## src/rtl/serial_cmp_pkg.sv

```systemverilog
// Shared types and constants for the bit-serial comparator family.
// FSM state encoding, default operand width and the counter width helper.
package serial_cmp_pkg;

    localparam int CMP_WIDTH = 6;

    typedef logic [1:0] state_t;

    localparam state_t ST_IDLE  = 2'd0;
    localparam state_t ST_SHIFT = 2'd1;
    localparam state_t ST_DONE  = 2'd2;

    // Counter must hold 0..w-1; at least one bit even for the smallest width.
    function automatic int cnt_w(input int w);
        return (w <= 2) ? 1 : $clog2(w);
    endfunction

    localparam int CNT_W = cnt_w(CMP_WIDTH);

endpackage

```

## src/rtl/serial_neq_cmp_if.sv

```systemverilog
// Request/result bundle of the serial inequality comparator.
// The master issues start with operands; the slave returns busy, done and a_neq_b.
interface serial_neq_cmp_if
    import serial_cmp_pkg::*;
#(
    parameter int WIDTH = CMP_WIDTH
);
    logic             start;
    logic [WIDTH-1:0] a;
    logic [WIDTH-1:0] b;
    logic             busy;
    logic             done;
    logic             a_neq_b;

    modport master (output start, a, b, input busy, done, a_neq_b);
    modport slave  (input start, a, b, output busy, done, a_neq_b);
endinterface

```

## src/rtl/piso_shift.sv

```systemverilog
// Parallel-load, right-shift register presenting its LSB serially.
// Load has priority over shift; vacated MSBs fill with zero.
module piso_shift #(
    parameter int WIDTH = 6
) (
    input  logic             clk,
    input  logic             rst,
    input  logic             i_load,
    input  logic             i_shift,
    input  logic [WIDTH-1:0] i_data,
    output logic             o_lsb
);
    logic [WIDTH-1:0] r_sr;
    logic [WIDTH-1:0] w_next;

    genvar gi;
    generate
        for (gi = 0; gi < WIDTH; gi++) begin : g_shift
            if (gi == WIDTH - 1) begin : g_top
                assign w_next[gi] = 1'b0;
            end else begin : g_mid
                assign w_next[gi] = r_sr[gi+1];
            end
        end
    endgenerate

    always_ff @(posedge clk) begin
        if (rst) begin
            r_sr <= '0;
        end else if (i_load) begin
            r_sr <= i_data;
        end else if (i_shift) begin
            r_sr <= w_next;
        end
    end

    assign o_lsb = r_sr[0];
endmodule

```

## src/rtl/serial_neq_cmp.sv

```systemverilog
// Bit-serial inequality comparator: operands shift out LSB-first, mismatches accumulate.
// Define SERIAL_NEQ_EARLY_EXIT_EN to finish on the first differing bit pair.
module serial_neq_cmp
    import serial_cmp_pkg::*;
#(
    parameter int WIDTH = CMP_WIDTH
) (
    input  logic               clk,
    input  logic               rst,
    serial_neq_cmp_if.slave    bus
);
    localparam int CNT_WL = cnt_w(WIDTH);
    localparam logic [CNT_WL-1:0] LAST_CNT = CNT_WL'(WIDTH - 1);

    state_t            r_state;
    logic [CNT_WL-1:0] r_cnt;
    logic              r_diff;
    logic              r_busy;
    logic              r_done;
    logic              r_neq;

    logic w_load;
    logic w_shift;
    logic w_a_bit;
    logic w_b_bit;
    logic w_bit_diff;

    assign w_load     = (r_state == ST_IDLE) && bus.start;
    assign w_shift    = (r_state == ST_SHIFT);
    assign w_bit_diff = w_a_bit ^ w_b_bit;

    piso_shift #(.WIDTH(WIDTH)) u_a_sr (
        .clk     (clk),
        .rst     (rst),
        .i_load  (w_load),
        .i_shift (w_shift),
        .i_data  (bus.a),
        .o_lsb   (w_a_bit)
    );

    piso_shift #(.WIDTH(WIDTH)) u_b_sr (
        .clk     (clk),
        .rst     (rst),
        .i_load  (w_load),
        .i_shift (w_shift),
        .i_data  (bus.b),
        .o_lsb   (w_b_bit)
    );

    always_ff @(posedge clk) begin
        if (rst) begin
            r_state <= ST_IDLE;
            r_cnt   <= '0;
            r_diff  <= 1'b0;
            r_busy  <= 1'b0;
            r_done  <= 1'b0;
            r_neq   <= 1'b0;
        end else begin
            case (r_state)
                ST_IDLE: begin
                    r_done <= 1'b0;
                    if (bus.start) begin
                        r_cnt   <= '0;
                        r_diff  <= 1'b0;
                        r_busy  <= 1'b1;
                        r_state <= ST_SHIFT;
                    end
                end
                ST_SHIFT: begin
                    r_diff <= r_diff | w_bit_diff;
                    r_cnt  <= r_cnt + 1'b1;
`ifdef SERIAL_NEQ_EARLY_EXIT_EN
                    if (w_bit_diff) begin
                        r_neq   <= 1'b1;
                        r_busy  <= 1'b0;
                        r_done  <= 1'b1;
                        r_state <= ST_DONE;
                    end else if (r_cnt == LAST_CNT) begin
                        r_neq   <= r_diff;
                        r_busy  <= 1'b0;
                        r_done  <= 1'b1;
                        r_state <= ST_DONE;
                    end
`else
                    // Result is captured with the last bit pair folded in.
                    if (r_cnt == LAST_CNT) begin
                        r_neq   <= r_diff | w_bit_diff;
                        r_busy  <= 1'b0;
                        r_done  <= 1'b1;
                        r_state <= ST_DONE;
                    end
`endif
                end
                ST_DONE: begin
                    r_done  <= 1'b0;
                    r_state <= ST_IDLE;
                end
                default: begin
                    r_busy  <= 1'b0;
                    r_done  <= 1'b0;
                    r_state <= ST_IDLE;
                end
            endcase
        end
    end

    assign bus.busy    = r_busy;
    assign bus.done    = r_done;
    assign bus.a_neq_b = r_neq;
endmodule

```

## src/flat_wrapper.sv

```systemverilog
// flat-port wrapper written by rule: the top's interface ports become plain ports
module serial_neq_cmp_flat import serial_cmp_pkg::*;
#(
    parameter int WIDTH = CMP_WIDTH
)
  (clk, rst, bus_start, bus_a, bus_b, bus_busy, bus_done, bus_a_neq_b);
  serial_neq_cmp_if #(.WIDTH(WIDTH)) bus_i ();
  input  logic clk;
  input  logic rst;
  input wire logic [$bits(bus_i.start)-1:0] bus_start;
  input wire logic [$bits(bus_i.a)-1:0] bus_a;
  input wire logic [$bits(bus_i.b)-1:0] bus_b;
  output wire logic [$bits(bus_i.busy)-1:0] bus_busy;
  output wire logic [$bits(bus_i.done)-1:0] bus_done;
  output wire logic [$bits(bus_i.a_neq_b)-1:0] bus_a_neq_b;
  assign bus_i.start = bus_start;
  assign bus_i.a = bus_a;
  assign bus_i.b = bus_b;
  assign bus_busy = bus_i.busy;
  assign bus_done = bus_i.done;
  assign bus_a_neq_b = bus_i.a_neq_b;
  serial_neq_cmp #(.WIDTH(WIDTH)) u_core (.clk(clk), .rst(rst), .bus(bus_i));
endmodule
```

## config.mk

```make
export PLATFORM = sky130hd
export DESIGN_NAME = serial_neq_cmp_flat
export DESIGN_NICKNAME = d
export VERILOG_FILES = /design/src/rtl/serial_cmp_pkg.sv /design/src/rtl/serial_neq_cmp_if.sv /design/src/rtl/piso_shift.sv /design/src/rtl/serial_neq_cmp.sv /design/src/flat_wrapper.sv
export SDC_FILE = /design/constraint.sdc
export NUM_CORES = 1
export LEC_CHECK = 0
export ABC_AREA = 1
export CELL_PAD_IN_SITES_DETAIL_PLACEMENT = 1
export CELL_PAD_IN_SITES_GLOBAL_PLACEMENT = 1
export CORE_UTILIZATION = 35
export DETAILED_ROUTE_END_ITERATION = 6
export PLACE_DENSITY = 0.75
export REMOVE_ABC_BUFFERS = 1
export SLEW_MARGIN = 20
export SYNTH_ARGS = -nofsm -noshare
export SYNTH_HDL_FRONTEND = slang
export SYNTH_SLANG_ARGS = --single-unit
```

## constraint.sdc

```tcl
create_clock -name clk -period 1.2 [get_ports clk]
set_input_delay 0.3 -clock clk [delete_from_list [all_inputs] [get_ports clk]]
set_output_delay 0.3 -clock clk [all_outputs]
set_load 0.005 [all_outputs]
```

==> flow_summary.toml <==
[timing]
tns_ns = 0
slew_headroom_pct = 83.8
report.final.slew_viol_count = 0
fin_skew_ns = 0.00198
hold_viol_final = 0
tightest_slew_ns = 0.242
min_period_ns = 1.15
fmaxAchievable_ghz = 0.870
whs_ns = 0.475
fin_crit_sh_pct = 95.8
rsz0062_at_grt = "no"
setup-violations-final = 0

[pwr]
peakVddDrop_mv = 0.596
power_density_nw_per_um2 = 1100
total_power_w = 0.00141
p_leak_nw = 0.551

[floorplan]
die_h_um = 54.5
io_pins = 18
rows = 18
start_util_pct = 37.9
dieArea_um2 = 2970
coreArea_um2 = 2540
die_x_um = 54.5

[clock_tree]
cts_buffer_depth = 2
cts_tree = "yes"
htreeDepth = 1
ctsRootBufferMaster = "clkbuf_4"
cts.sinks = 21
clkTransAtPathRegs_ns = 0.12
cts_setup_buffers = 0
numCtsBuffers = 3
clk_latency_ns = 0.30

[global_route]
grt-ovfl-total = 0
grt_max_degree = 23
grt_pass1_vias = 957
grt_pass1_wl_um = 3800
grtUsageTotal_pct = 17.8
antenna_found_initial = 0

[detailed_routing]
first_pass_iters = 4
ant_nets = 0
wl_um = 2360
wl_per_cell_um = 12.0
vias = 955
drt_iter0_drc = 9
post-route-drc-count = 0
vias_per_cell = 4.87

[worst_setup_path]
critPathKind = "input pin to flip-flop"
start_kind = "input pin"
cp-end-kind = "flip-flop"
cp_slowest_cell = "clkdlybuf4s50_1"
required_ns = 1.41
cp_cell_sequence = "clkdlybuf4s50_1, buf_4, o21ai_2, buf_4, a21oi_1, nor2_1"
max_stage_delay_ns = 0.53
critPathMaxFanout = 3
worstPathArrival_ns = 1.36
crit_path_frequent_cell = "buf_4"

[cells_and_area]
layout.nets = 184
drive_above_1_share_pct = 15.7
syn_to_final_growth_pct = 33.4
num_antenna_cells = 0
fin_util_pct = 50.5
nFillCells = 328

[logic_synthesis]
ys_seq_elements = 21
avgSynthCellArea_um2 = 6.88
yosysWarnings = 0
synthCells = 140
synth-seq-area-share_pct = 43.6
synth.distinct_cells = 14
synth_area_um2 = 963

[placement]
port_buffers = 17
gp_congestion = 0.741
place_hpwl_um = 1800

[hold_path]
worst_hold_path_type = "flip-flop to flip-flop"

[run]
maxCapViolCount = 0

[status]
status = "complete, no violations"
## what timing repair did
action,4_1_cts,5_1_grt
gates resized for setup,6,7
gates cloned,0,0
hold buffers,0,0
endpoints found under the setup margin,3,15
## where the power goes
| part | switching (W) | internal (W) |
|---|---|---|
| Sequential | 0.0000289 | 0.000745 |
| Combinational | 0.000147 | 0.000146 |
| Clock | 0.000216 | 0.000129 |
## critical path, delay by kind of cell
family,cells,cell delay (ns)
simple gates,1,0.05
compound gates,2,0.19
buf+inv,3,0.82
## cell usage in the layout (no fill, tap or decap), drive strengths merged
cell	synthesis	routed
clkdlybuf4s50	0	14
clkbuf	0	4
o21ai	14	14
a21oi	15	15
nand3	14	14
nand3b	1	1
nand2	33	33
inv	18	18
ha	2	2
buf	5	10
dfxtp	21	21
nor2	17	17
clkdlybuf4s15	0	3
## per-layer routing
layer | track usage, % | up-vias | wire [um]
met1 | 20.2 | 445 | 1100
met5 | 0 | - | 0
li1 | - | 497 | -
met2 | 32.7 | 11 | 1190
met4 | 6.41 | 0 | 15
met3 | 3.06 | 2 | 56
## stage by stage
step | instances | instance area, um2 | setup WS, ns
after floorplan | 135 | 938 | 0.188
after global placement | 192 | 1250 | -0.218
after detailed placement | 192 | 1250 | -0.300
after CTS | 196 | 1270 | 0.000324
after global routing | 196 | 1280 | 0.0113
final | 196 | 1280 | 0.0507
## flip-flops by register name, indices dropped and copies added, names as in the netlist
signal,flops
u_core.u_a_sr.r_sr,6
u_core.bus.busy,1
u_core.bus.done,1
u_core.u_b_sr.r_sr,6
u_core.r_diff,1
u_core.bus.a_neq_b,1
u_core.r_cnt,3
u_core.r_state,2
## synthesized netlist by cell type
master,number,area [um2]
buf_2,5,25.0
nand2_1,30,113
ha_1,2,25.0
nor2_1,17,63.8
inv_2,1,3.75
dfxtp_1,21,420
a21oi_2,2,17.5
inv_1,17,63.8
nand3b_1,1,7.51
a21oi_1,13,65.1
o21ai_0,6,30.0
nand3_1,14,70.1
o21ai_1,8,40.0
nand2_2,3,18.8
## cell type report
class	count	area (um2)	share of cell area [%]
Inverter	18	67.6	5.26
Clock buffer	4	26.3	2.04
Tap cell	30	37.5	2.92
Multi-Input combinational cell	96	457	35.5
Sequential cell	21	427	33.2
Timing Repair Buffer	27	270	21.0
## path summary, 6_finish.rpt
| path | start | to | slack, ns | cells after the start |
|---|---|---|---|---|
| worst max-delay path | bus_start | u_core.r_cnt[0] | 0.05 | 6 |
| worst min register to register | u_core.bus.done | u_core.bus.done | 0.47 | 2 |
| worst min-delay path | u_core.bus.done | u_core.bus.done | 0.47 | 2 |
| worst max register to register | u_core.r_cnt[0] | u_core.bus.a_neq_b | 0.12 | 6 |
## kinds of logic after synthesis
group	count (synthesis)	share of synthesized area, %
simple gates	65	28.3
fa+ha+maj	2	2.60
buf+inv	23	9.61
compound gates	29	15.8
flops	21	43.6
(Power assumes the default switching activity.)
